$ cat src/rtl/aes_pkg.sv
// Shared constants and FSM state encoding for the AES word loader.
package aes_pkg;

   localparam int AES_BLOCK_W     = 128;
   localparam int AES_WORD_W      = 32;
   localparam int WORDS_PER_BLOCK = 4;

   typedef enum logic [2:0] {
      S_KEY,
      S_PT,
      S_START,
      S_WAIT,
      S_DRAIN
   } state_t;

endpackage

$ cat src/rtl/word_swap32.sv
// Optional byte reversal of one 32-bit word, giving the CPU a little-endian view.
module word_swap32
   import aes_pkg::*;
#(
   parameter bit ENABLE = 1'b0
) (
   input  logic [AES_WORD_W-1:0] word,
   output logic [AES_WORD_W-1:0] swapped
);

   assign swapped = ENABLE ? {word[7:0], word[15:8], word[23:16], word[31:24]} : word;

endmodule

$ cat src/rtl/aes_word_loader.sv
// Word-stream adapter around the AES-128 core: loads key and plaintext 32 bits
// at a time, fires the core, and streams the ciphertext back out with a watchdog.
module aes_word_loader
   import aes_pkg::*;
#(
   parameter bit BYTE_SWAP      = 1'b0,
   parameter int TIMEOUT_CYCLES = 64
) (
   input  logic                   clock,
   input  logic                   reset,
   input  logic                   clear,
   input  logic                   in_valid,
   output logic                   in_ready,
   input  logic [AES_WORD_W-1:0]  in_data,
   output logic [AES_BLOCK_W-1:0] key_out,
   output logic [AES_BLOCK_W-1:0] plain_text_out,
   output logic                   start,
   input  logic                   core_done,
   input  logic [AES_BLOCK_W-1:0] core_dout,
   output logic                   out_valid,
   input  logic                   out_ready,
   output logic [AES_WORD_W-1:0]  out_data,
   output logic                   busy,
   output logic                   error
);

   // The timer counts from 0 on WAIT entry; hitting this value means the
   // incremented count would reach TIMEOUT_CYCLES-1.
   localparam logic [7:0] TIMER_LAST = 8'(TIMEOUT_CYCLES - 2);

   state_t                 state, state_nxt;
   logic [1:0]             word_cnt;
   logic [7:0]             timer;
   logic [AES_BLOCK_W-1:0] key_reg, pt_reg, result_reg;
   logic                   error_reg;
   logic [AES_WORD_W-1:0]  in_word, result_word, out_word;
   logic [6:0]             slot_lsb;
   logic                   last_word, timer_expired;

   // Word 0 lives in the top 32 bits, so the slot offset is the inverted counter.
   assign slot_lsb      = {~word_cnt, 5'd0};
   assign last_word     = (word_cnt == 2'd3);
   assign timer_expired = (timer == TIMER_LAST);
   assign result_word   = result_reg[slot_lsb +: AES_WORD_W];

   word_swap32 #(.ENABLE(BYTE_SWAP)) u_in_swap (
      .word    (in_data),
      .swapped (in_word)
   );

   word_swap32 #(.ENABLE(BYTE_SWAP)) u_out_swap (
      .word    (result_word),
      .swapped (out_word)
   );

   always_ff @(posedge clock or negedge reset) begin
      if (!reset) begin
         state <= S_KEY;
      end else begin
         state <= state_nxt;
      end
   end

   // Handshake-qualified branches test in_valid/out_ready directly since the
   // matching ready/valid is implied by the state itself.
   always_comb begin
      state_nxt = state;
      in_ready  = 1'b0;
      start     = 1'b0;
      out_valid = 1'b0;
      busy      = 1'b0;
      case (state)
         S_KEY: begin
            in_ready = 1'b1;
            if (in_valid && last_word) state_nxt = S_PT;
         end
         S_PT: begin
            in_ready = 1'b1;
            if (in_valid && last_word) state_nxt = S_START;
         end
         S_START: begin
            start     = 1'b1;
            busy      = 1'b1;
            state_nxt = S_WAIT;
         end
         S_WAIT: begin
            busy = 1'b1;
            if (core_done)          state_nxt = S_DRAIN;
            else if (timer_expired) state_nxt = S_KEY;
         end
         S_DRAIN: begin
            out_valid = 1'b1;
            busy      = 1'b1;
            if (out_ready && last_word) state_nxt = S_KEY;
         end
         default: state_nxt = S_KEY;
      endcase
      if (clear) state_nxt = S_KEY;
   end

   // Datapath: word counter, watchdog timer, block registers and sticky error.
   always_ff @(posedge clock or negedge reset) begin
      if (!reset) begin
         word_cnt   <= '0;
         timer      <= '0;
         key_reg    <= '0;
         pt_reg     <= '0;
         result_reg <= '0;
         error_reg  <= 1'b0;
      end else if (clear) begin
         word_cnt <= '0;
         timer    <= '0;
      end else begin
         case (state)
            S_KEY: begin
               if (in_valid) begin
                  key_reg[slot_lsb +: AES_WORD_W] <= in_word;
                  word_cnt <= word_cnt + 2'd1;
                  if (word_cnt == 2'd0) error_reg <= 1'b0;
               end
            end
            S_PT: begin
               if (in_valid) begin
                  pt_reg[slot_lsb +: AES_WORD_W] <= in_word;
                  word_cnt <= word_cnt + 2'd1;
               end
            end
            S_START: timer <= '0;
            S_WAIT: begin
               timer <= timer + 8'd1;
               if (core_done) begin
                  result_reg <= core_dout;
               end else if (timer_expired) begin
                  error_reg <= 1'b1;
                  word_cnt  <= '0;
               end
            end
            S_DRAIN: begin
               if (out_ready) word_cnt <= word_cnt + 2'd1;
            end
            default: ;
         endcase
      end
   end

   assign key_out        = key_reg;
   assign plain_text_out = pt_reg;
   assign out_data       = out_valid ? out_word : '0;
   assign error          = error_reg;

endmodule

$ cat config.mk
export PLATFORM = sky130hd
export DESIGN_NAME = aes_word_loader
export DESIGN_NICKNAME = d
export VERILOG_FILES = /design/src/rtl/aes_pkg.sv /design/src/rtl/word_swap32.sv /design/src/rtl/aes_word_loader.sv
export SDC_FILE = /design/constraint.sdc
export NUM_CORES = 1
export LEC_CHECK = 0
export CORE_MARGIN = 2
export CORE_UTILIZATION = 45
export CTS_CLUSTER_SIZE = 16
export DETAILED_ROUTE_END_ITERATION = 8
export GPL_TIMING_DRIVEN = 0
export PLACE_DENSITY = 0.76
export SLEW_MARGIN = 20
export SYNTH_ARGS = -nofsm -noshare
export SYNTH_HDL_FRONTEND = slang
export SYNTH_SLANG_ARGS = --single-unit
$ cat constraint.sdc
create_clock -name clock -period 4.95 [get_ports clock]
set_input_delay 0.99 -clock clock [delete_from_list [all_inputs] [get_ports clock]]
set_output_delay 0.99 -clock clock [all_outputs]
set_load 0.03 [all_outputs]
==> results of run 1 <==
==> cell usage in the layout (no fill, tap or decap), types with 2 or more instances in the layout <==
cell type / netlist / routed
a21boi_0: 2 / 2
a21oi_1: 4 / 4
a22o_1: 2 / 2
and3_1: 34 / 34
buf_16: 0 / 4
buf_2: 13 / 13
buf_4: 3 / 3
buf_6: 11 / 11
bufinv_16: 0 / 3
clkbuf_1: 69 / 78
clkbuf_16: 0 / 42
clkbuf_8: 0 / 11
clkdlybuf4s50_1: 0 / 456
clkinv_2: 0 / 5
dfrtp_1: 398 / 398
diode_2: 0 / 2
ha_1: 7 / 7
inv_1: 6 / 6
inv_6: 0 / 2
mux2_1: 19 / 19
mux2_2: 20 / 20
mux2_4: 90 / 90
mux4_2: 32 / 32
nand2_1: 396 / 396
nand2b_1: 3 / 3
nand3_1: 6 / 6
nand3_2: 7 / 7
nor2_1: 10 / 10
nor3_1: 3 / 3
o21ai_0: 265 / 265
o31ai_1: 2 / 2
==> worst reg2reg max path, cell delays in order (launching register included) <==
cell,delay (ps)
dfrtp_1,410
clkbuf_1,420
clkbuf_1,580
inv_1,160
ha_1,390
nor3b_1,840
clkbuf_1,640
nand2_1,180
o21ai_0,240
==> cells in the mapped netlist <==
master | instances | area [um2]
dfrtp_1 | 398 | 9960
nand2_1 | 396 | 1490
o21ai_0 | 265 | 1330
mux2_4 | 90 | 1350
clkbuf_1 | 69 | 259
and3_1 | 34 | 213
mux4_2 | 32 | 721
mux2_2 | 20 | 225
mux2_1 | 19 | 214
buf_2 | 13 | 65.1
buf_6 | 11 | 124
nor2_1 | 10 | 37.5
ha_1 | 7 | 87.6
nand3_2 | 7 | 70.1
inv_1 | 6 | 22.5
nand3_1 | 6 | 30.0
a21oi_1 | 4 | 20.0
buf_4 | 3 | 22.5
nand2b_1 | 3 | 18.8
nor3_1 | 3 | 15.0
a21boi_0 | 2 | 15.0
a22o_1 | 2 | 17.5
nor3b_1 | 2 | 15.0
o31ai_1 | 2 | 15.0
a211o_1 | 1 | 8.76
a21bo_2 | 1 | 10.0
a22oi_1 | 1 | 7.51
a31oi_1 | 1 | 6.26
a32o_1 | 1 | 10.0
and4_1 | 1 | 8.76
inv_2 | 1 | 3.75
nand3b_1 | 1 | 7.51
nand4bb_1 | 1 | 11.3
nor2b_1 | 1 | 6.26
nor3_4 | 1 | 16.3
nor4_1 | 1 | 6.26
nor4b_1 | 1 | 8.76
o211a_1 | 1 | 10.0
o21a_1 | 1 | 7.51
o21bai_1 | 1 | 7.51
o221ai_1 | 1 | 8.76
o41ai_1 | 1 | 8.76
xnor2_1 | 1 | 8.76
==> final timing paths <==
path                                 endpoint               start  cells past startpoint
max                              out_data[11]         word_cnt[1]                      5
min                            result_reg[40]               reset                      1
max reg2reg                plain_text_out[32]         word_cnt[1]                      8
min reg2reg                plain_text_out[76]  plain_text_out[76]                      2
max in group asynchronous  plain_text_out[90]               reset                      4
min in group clock         plain_text_out[76]  plain_text_out[76]                      2
==> final cells by class <==
type	instances	area [um2]
Fill cell	2790	13200
Sequential cell	398	9960
Antenna cell	2	5.00
Multi-Input combinational cell	922	6040
Buffer	96	470
Inverter	7	26.3
Clock buffer	62	1240
Clock inverter	12	158
Tap cell	468	586
Timing Repair Buffer	461	4690
==> metrics by stage <==
stage          setup TNS [ps]  total power [uW]  cell area (um2)
6_report                    0              7900            23200
5_1_grt                     0              8160            23200
4_1_cts                     0              7940            23200
3_5_place_dp                0              4750            21800
3_3_place_gp         -5600740              4720            21700
2_1_floorplan               0              4090            16500
==> report_power, final <==
group          total [uW]  switching [uW]  internal, uW
Combinational        1170             681           486
Clock                3200            1310          1890
Sequential           3530             106          3420
==> layer usage <==
layer  wire [um]  part of all wire  up-vias  global-route usage
met2       27400              0.50      588               0.500
met3        4440             0.081      112              0.0706
met5          13           0.00024        -                   0
li1            -                 -     5867                   -
met1       20800              0.38     6755               0.343
met4        2380             0.043        2               0.123
==> kinds of logic (layout without fill, tap and decap cells) <==
family,count (synthesis),after routing,synth area share
AO/OA/AOI/OAI,285,285,0.0897
multiplexers,161,161,0.152
flip-flops,398,398,0.604
buffers and inverters,103,638,0.0301
adder cells (fa/ha/maj),7,7,0.00531
AND/OR/NAND/NOR,468,468,0.118
other,0,2,0
XOR/XNOR,1,1,0.000531
==> results.md, run 1 <==
* Drt wl/cell at about 23 um
* CP max-delay cell: clkdlybuf4s50_1
* Non-Filler Instances at roughly 2,400
* Clk sink count at 398
* Worst Path Max Fanout at 10
* Post-Synthesis Net Count at around 1,600
* Slowest Stage Delay on Critical Path at 600 ps
* Rows at 70
* PwrDens at 341 mW/mm2
* Total global routing overflow at 0
* Clk slew on worst S/H paths at 60 ps
* Worst Skew at 16.9 ps
* Largest net degree at the start of global routing at 103
* Pre-CTS WS at 951 ps
* Util after Layout at 0.638
* Longest Clk Path Bufs at 3
* Tmin final at 4230 ps
* Hold Vio Cnt, Final at 0
* Share of layout cells above drive strength 1 at 0.128
* CTS buffer count at 42
* Crit. End Element: output port
* RD Place Congestion at roughly 0.92
* Min-Delay Path Class: in -> async
* Die Area at 0.0382 mm2
* Via count at 13,300
* Post-synthesis sequential area ratio at 0.604
* CP Launch Type: flip-flop
* First-pass GRT wire length at ~83,000 um
* Drt first pass iters at 4
* Crit-path cells: clkbuf_1 > clkbuf_1 > mux4_2 > and3_1 > clkdlybuf4s50_1
* Final worst slack at 719 ps
* Slew @ Worst Pin at 1020 ps
* Clk root buf: clkbuf_16
* Min Hold Slack at 347 ps
* Fmax at 236 MHz
* Arr. time, crit path at 3240 ps
* Die Y at 195 um
* CP delay by family, top: buffers and inverters
* Resized cells post-CTS at 0
* Syn Inst Count at 1,423
* Post-synthesis register bit count at 398
* Fin nets at 2,101
* Synth Cell Area at 0.0165 mm2
* Cell variety after synth at 43
* Unrepaired setup endpoints after global routing: false
* Dpl cells at 2,352
* Slew HR at 0.321
* Die width at 195 um
* Dpl hpwl at 41,500 um
* Worst vdd ir at 0.242 mV
* Worst R2R Setup Slack at 990 ps
* Setup violators final at 0
* Area growth syn-to-layout at 40.5%
* Max-slew violations at 0
* Hold-fix buffers, CTS at 0
* DRT Wirelength at 55,000 um
* DRC errors left at 0
* GRT Total Usage at 0.288
* Vias in the first global route at about 14,000
* IO Pins at 459
* Max_cap viols at 0
* Crit path kind: reg -> out
* Starting DRT DRC Count at 793
* IO buf count at 457
* Post-CTS Setup Bufs at 0
* P_leak at 0.0105 uW
* Worst endpoint required time at between 3000 and 4000 ps
* Post-DRT Antenna Nets at 0
* Worst-skew pair later-pin latency at 560 ps
* WP buf/inv at 3
* Initial antenna violation count at 3
* Htree depth at 2
* Initial Util at 0.454
* Synth warn at 0
* Core box area at roughly 0.036 mm2
* Most frequent CP cell: clkbuf_1
* Syn avg cell area at between 10 and 15 um2
* Period utilisation layout at 0.855
* Outcome: completed
* Vias per inst at 5.49
* CTS tree: built
Power figures use the tool's default switching activity.
==> run 2, diff against run 1 <==
--- a/config.mk
+++ b/config.mk
@@ -7,6 +7,7 @@
 export LEC_CHECK = 0
 export CORE_MARGIN = 2
 export CORE_UTILIZATION = 45
+export CTS_CLUSTER_DIAMETER = 200
 export CTS_CLUSTER_SIZE = 16
 export DETAILED_ROUTE_END_ITERATION = 8
 export GPL_TIMING_DRIVEN = 0
==> results.md, run 2 (synthesized netlist as in run 1, its figures left out) <==
* Post-CTS Setup Bufs at 0 (unchanged)
* Arr. time, crit path at 3280 ps (+40 ps)
* DRC errors left at 0 (unchanged)
* Commonest non-fill, non-tap cells in the layout: 456 x clkdlybuf4s50_1, 398 x dfrtp_1, 396 x nand2_1, 265 x o21ai_0, 90 x mux2_4
* Post-DRT Antenna Nets at 0 (unchanged)
* Share of layout cells above drive strength 1 at 0.112 (-0.0154)
* P_leak at 0.0101 uW (-3.2%)
* Util after Layout at 0.619 (-0.0182)
* IO buf count at 457 (unchanged)
* First-pass GRT wire length at 82,000 um (-1.8%)
* PwrDens at 302 mW/mm2 (-11%)
* Vias in the first global route at 13,500 (-1.2%)
* Min Hold Slack at 313 ps (-34.0 ps)
* RR Startpoint: word_cnt[1]
* Worst Skew at 20.4 ps (+3.49 ps)
* Dpl hpwl at 41,500 um (unchanged)
* RD Place Congestion at 0.917 (unchanged)
* Die width at 195 um (unchanged)
* Hold Vio Cnt, Final at 0 (unchanged)
* Clk root buf: clkbuf_16
* Fin Setup TNS at 0 ps (unchanged)
* Total global routing overflow at 0 (unchanged)
* Pre-CTS WS at 951 ps (unchanged)
* Via count at 13,200 (-1.1%)
* Worst r2r dst: plain_text_out[32]
* Unrepaired setup endpoints after global routing: false
* CTS tree: built
* Setup violators final at 0 (unchanged)
* Resized cells post-CTS at 0 (unchanged)
* Outcome: completed
* CTS buffer count at 28 (-33%)
* Worst-skew pair later-pin latency at 570 ps (about the same)
* Max_cap viols at 0 (unchanged)
* Starting DRT DRC Count at 758 (-4.4%)
* Hold-fix buffers, CTS at 0 (unchanged)
* GRT Total Usage at 0.282 (-0.00645)
* Initial Util at 0.454 (unchanged)
* Clk slew on worst S/H paths at 80 ps (+20 ps)
* Fmax at 234 MHz (-0.83%)
* Period utilisation layout at 0.862 (+0.00712)
* Drt first pass iters at 5 (+1)
* Vias per inst at 5.53 (+0.73%)
* Largest net degree at the start of global routing at 103 (unchanged)
* Rows at 70 (unchanged)
* Crit path kind: reg -> out
* DRT Wirelength at 54,300 um (-1.2%)
* Worst R2R Setup Slack at 1000 ps (about the same)
* Worst vdd ir at 0.231 mV (-4.5%)
* Crit. End Element: output port
* Max-slew violations at 0 (unchanged)
* Tmin final at 4270 ps (+35.2 ps)
* Worst Path Max Fanout at 10 (unchanged)
* Die Area at 0.0382 mm2 (unchanged)
* Longest Clk Path Bufs at 3 (unchanged)
* Final worst slack at 684 ps (-35.2 ps)
* Fin nets at 2,087 (-0.67%)
* Die Y at 195 um (unchanged)
* Htree depth at 1 (-1)
* Initial antenna violation count at 3 (unchanged)
* Slew HR at 0.315 (-0.00533)
* Area growth syn-to-layout at 36.5%
* Min-Delay Path Class: in -> async
* IO Pins at 459 (unchanged)
* Drt wl/cell at 22.8 um (+0.58%)
* Slew @ Worst Pin at 1020 ps (+7.99 ps)
* CP Launch Type: flip-flop
* Worst endpoint required time at 3960 ps (about the same)
* Core box area at 0.0363 mm2 (unchanged)
* Commonest non-fill, non-tap cell in the layout: clkdlybuf4s50_1
* Clk sink count at 398 (unchanged)
* R2r worst-path depth at 8 (unchanged)
==> run 2: layer usage <==
| layer | routed length, um | up-vias | global-route usage |
|---|---|---|---|
| met5 | 13 | - | 0 |
| met4 | 2870 | 2 | 0.133 |
| met3 | 4480 | 127 | 0.0655 |
| met2 | 26400 | 615 | 0.484 |
| met1 | 20500 | 6622 | 0.336 |
| li1 | - | 5812 | - |
==> run 2: worst max-delay path by stage <==
| stage | start | end | slack (ps) |
|---|---|---|---|
| after floorplan | word_cnt[0] | out_data[18] | 2310 |
| after global placement | reset | plain_text_out[88] | -14130 |
| after detailed placement | word_cnt[1] | plain_text_out[32] | 950 |
| after CTS | word_cnt[1] | out_data[13] | 650 |
| after global routing | state[0] | out_data[13] | 580 |
| final | state[0] | out_data[13] | 680 |
==> run 2: metrics by stage <==
stage	cell area, um2	instances	power (uW)
finish	22500	2384	6800
global route	22500	2382	7050
CTS	22500	2382	6850
detailed placement	21800	2352	4750
global placement	21700	2348	4720
floorplan	16500	1423	4090
==> run 2: layout make-up <==
cell class / count / area [um2]
Fill cell: 2882 / 13800
Sequential cell: 398 / 9960
Multi-Input combinational cell: 922 / 6040
Timing Repair Buffer: 461 / 4690
Clock buffer: 29 / 714
Tap cell: 468 / 586
Buffer: 96 / 470
Inverter: 7 / 26.3
Clock inverter: 1 / 16.3
Antenna cell: 2 / 5.00
==> run 2: power by group <==
group / leakage [uW] / internal [uW] / switching, uW
combinational: 0.00431 / 486 / 677
sequential: 0.00545 / 3420 / 104
clock: 0.000359 / 1020 / 1100
==> run 2: worst max-delay path: stages (launching register included) <==
cell	delay, ps
dfrtp_1	470
clkbuf_1	280
nor2_1	490
clkbuf_1	450
and3_1	330
clkdlybuf4s50_1	700
==> run 3, diff against run 2 <==
--- a/config.mk
+++ b/config.mk
@@ -6,12 +6,13 @@
 export NUM_CORES = 1
 export LEC_CHECK = 0
 export CORE_MARGIN = 2
-export CORE_UTILIZATION = 45
+export CORE_UTILIZATION = 38
 export CTS_CLUSTER_DIAMETER = 200
 export CTS_CLUSTER_SIZE = 16
 export DETAILED_ROUTE_END_ITERATION = 8
+export DONT_BUFFER_PORTS = 1
 export GPL_TIMING_DRIVEN = 0
-export PLACE_DENSITY = 0.76
+export REMOVE_ABC_BUFFERS = 1
 export SLEW_MARGIN = 20
 export SYNTH_ARGS = -nofsm -noshare
 export SYNTH_HDL_FRONTEND = slang
==> results.md, run 3 (synthesized netlist as in run 1, its figures left out) <==
* Final worst slack at 1650 ps (+964 ps)
* Clk root buf: clkbuf_16
* Die Y at 212 um (+8.6%)
* P_leak at 0.00845 uW (-17%)
* Initial antenna violation count at 5 (+2)
* Outcome: completed
* First-pass GRT wire length at 68,000 um (-17%)
* Largest net degree at the start of global routing at 399 (+290%)
* DRT Wirelength at 45,600 um (-16%)
* Hold Vio Cnt, Final at 0 (unchanged)
* Area growth syn-to-layout at 9.24%
* CP max-delay cell: mux4_2
* Finished Cell Area at 0.0180 mm2 (-20%)
* Worst R2R Setup Slack at 1920 ps (+920 ps)
* CP Depth at 3 (-2)
* Vias in the first global route at 10,700 (-21%)
* Pre-CTS WS at 1680 ps (+734 ps)
* Critical Path Source: word_cnt[0]
* Fill count at 4,089 (+42%)
* CP Launch Type: flip-flop
* Slew @ Worst Pin at 894 ps (-131 ps)
* CP delay by family, top: multiplexers
* CTS tree: built
* Fin nets at 1,556 (-25%)
* Slew HR at 0.404 (+0.0889)
* Worst Path Max Fanout at 31 (+21)
* Commonest non-fill, non-tap cells in the layout: 395 x nand2_1, 395 x dfrtp_1, 265 x o21ai_0, 90 x mux2_4, 34 x and3_1
* Worst Skew at 22.6 ps (+2.22 ps)
* Post-CTS Setup Bufs at 0 (unchanged)
* Via count at 10,600 (-20%)
* Hold-fix buffers, CTS at 0 (unchanged)
* Arr. time, crit path at 2310 ps (-970 ps)
* Dpl hpwl at 32,200 um (-22%)
* CTS buffer count at 28 (unchanged)
* PwrDens at 353 mW/mm2 (+17%)
* RD Place Congestion at 0.786 (-14%)
* Crit. End Element: output port
* Initial Util at 0.384 (-0.0700)
* Post-DRT Antenna Nets at 0 (unchanged)
* Max-slew violations at 0 (unchanged)
* R2r worst-path depth at 7 (-1)
* Share of layout cells above drive strength 1 at 0.158 (+0.0458)
* Clk slew on worst S/H paths at 80 ps (about the same)
* Die width at 212 um (+8.6%)
* IO buf count at 0 (-100%)
* Worst r2r dst: key_out[28]
* Resized cells post-CTS at 0 (unchanged)
* Rows at 76 (+8.6%)
* WP buf/inv at 1 (-2)
* Vias per inst at 5.35 (-3.2%)
* Tmin final at 3300 ps (-964 ps)
* Core box area at 0.0430 mm2 (+18%)
* Fmax at 303 MHz (+29%)
* Total global routing overflow at 0 (unchanged)
* Setup violators final at 0 (unchanged)
* IO Pins at 459 (unchanged)
* Crit path kind: reg -> out
* Setup crit end: out_data[18]
* Period utilisation layout at 0.667 (-0.195)
* RR Startpoint: state[2]
* Die Area at 0.0451 mm2 (+18%)
* Clk sink count at 398 (unchanged)
* Worst-skew pair later-pin latency at 580 ps (about the same)
* Starting DRT DRC Count at 622 (-18%)
* DRC errors left at 0 (unchanged)
* Crit-path cells: buf_16 > mux4_2 > and3_1
* Slowest Stage Delay on Critical Path at 560 ps (-140 ps)
* Unrepaired setup endpoints after global routing: false
* GRT Total Usage at 0.197 (-0.0844)
* Max_cap viols at 0 (unchanged)
* Min-Delay Path Class: in -> async
* Worst endpoint required time at 3960 ps (about the same)
* Htree depth at 1 (unchanged)
* Worst vdd ir at 0.241 mV (+4.6%)
* Drt wl/cell at 23.1 um (+1.6%)
* Area post-placement at 0.0173 mm2 (-21%)
* Longest Clk Path Bufs at 3 (unchanged)
* Drt first pass iters at 4 (-1)
run 3: area by class of cell:
class                   count  area (um2)  share of cell area
multi-input cells         922        6150               0.341
inverters                   7        26.3             0.00146
diodes                      2        5.00            0.000278
repair buffers             26         395              0.0219
well taps                 585         732              0.0406
flip-flops and latches    398        9970               0.553
clock buffers              32         747              0.0415
run 3: how the worst min path moves through the flow:
stage | cells after the start | from | to
after global routing | 0 | reset | key_out[108]
after global placement | 1 | result_reg[113] | result_reg[113]
final | 0 | reset | key_out[16]
after floorplan | 1 | result_reg[108] | result_reg[108]
after detailed placement | 1 | result_reg[118] | result_reg[118]
after CTS | 0 | reset | plain_text_out[18]
run 3: per-layer routing:
layer  global-route usage  wire [um]  up-vias
li1                     -          -     4756
met3               0.0808       5570       64
met1                0.234      17200     5299
met4               0.0482        949        6
met2                0.334      21900      428
met5                    0         44        -
run 3: per-stage QoR:
stage	total power [uW]	setup TNS [ps]	utilization	hold slack (ps)	cells
after floorplan	4080	-89360	-	460	1327
after global placement	4240	-1005540	0.390	469	1912
after detailed placement	4280	0	0.402	481	1938
after CTS	6430	0	0.419	82.0	1970
after global routing	6610	0	0.419	79.2	1970
final	6350	0	0.419	110	1972
run 3: power breakdown:
group	internal [uW]	total, uW	switching (uW)
clock network	1050	2140	1090
logic	179	389	210
registers	3410	3820	409
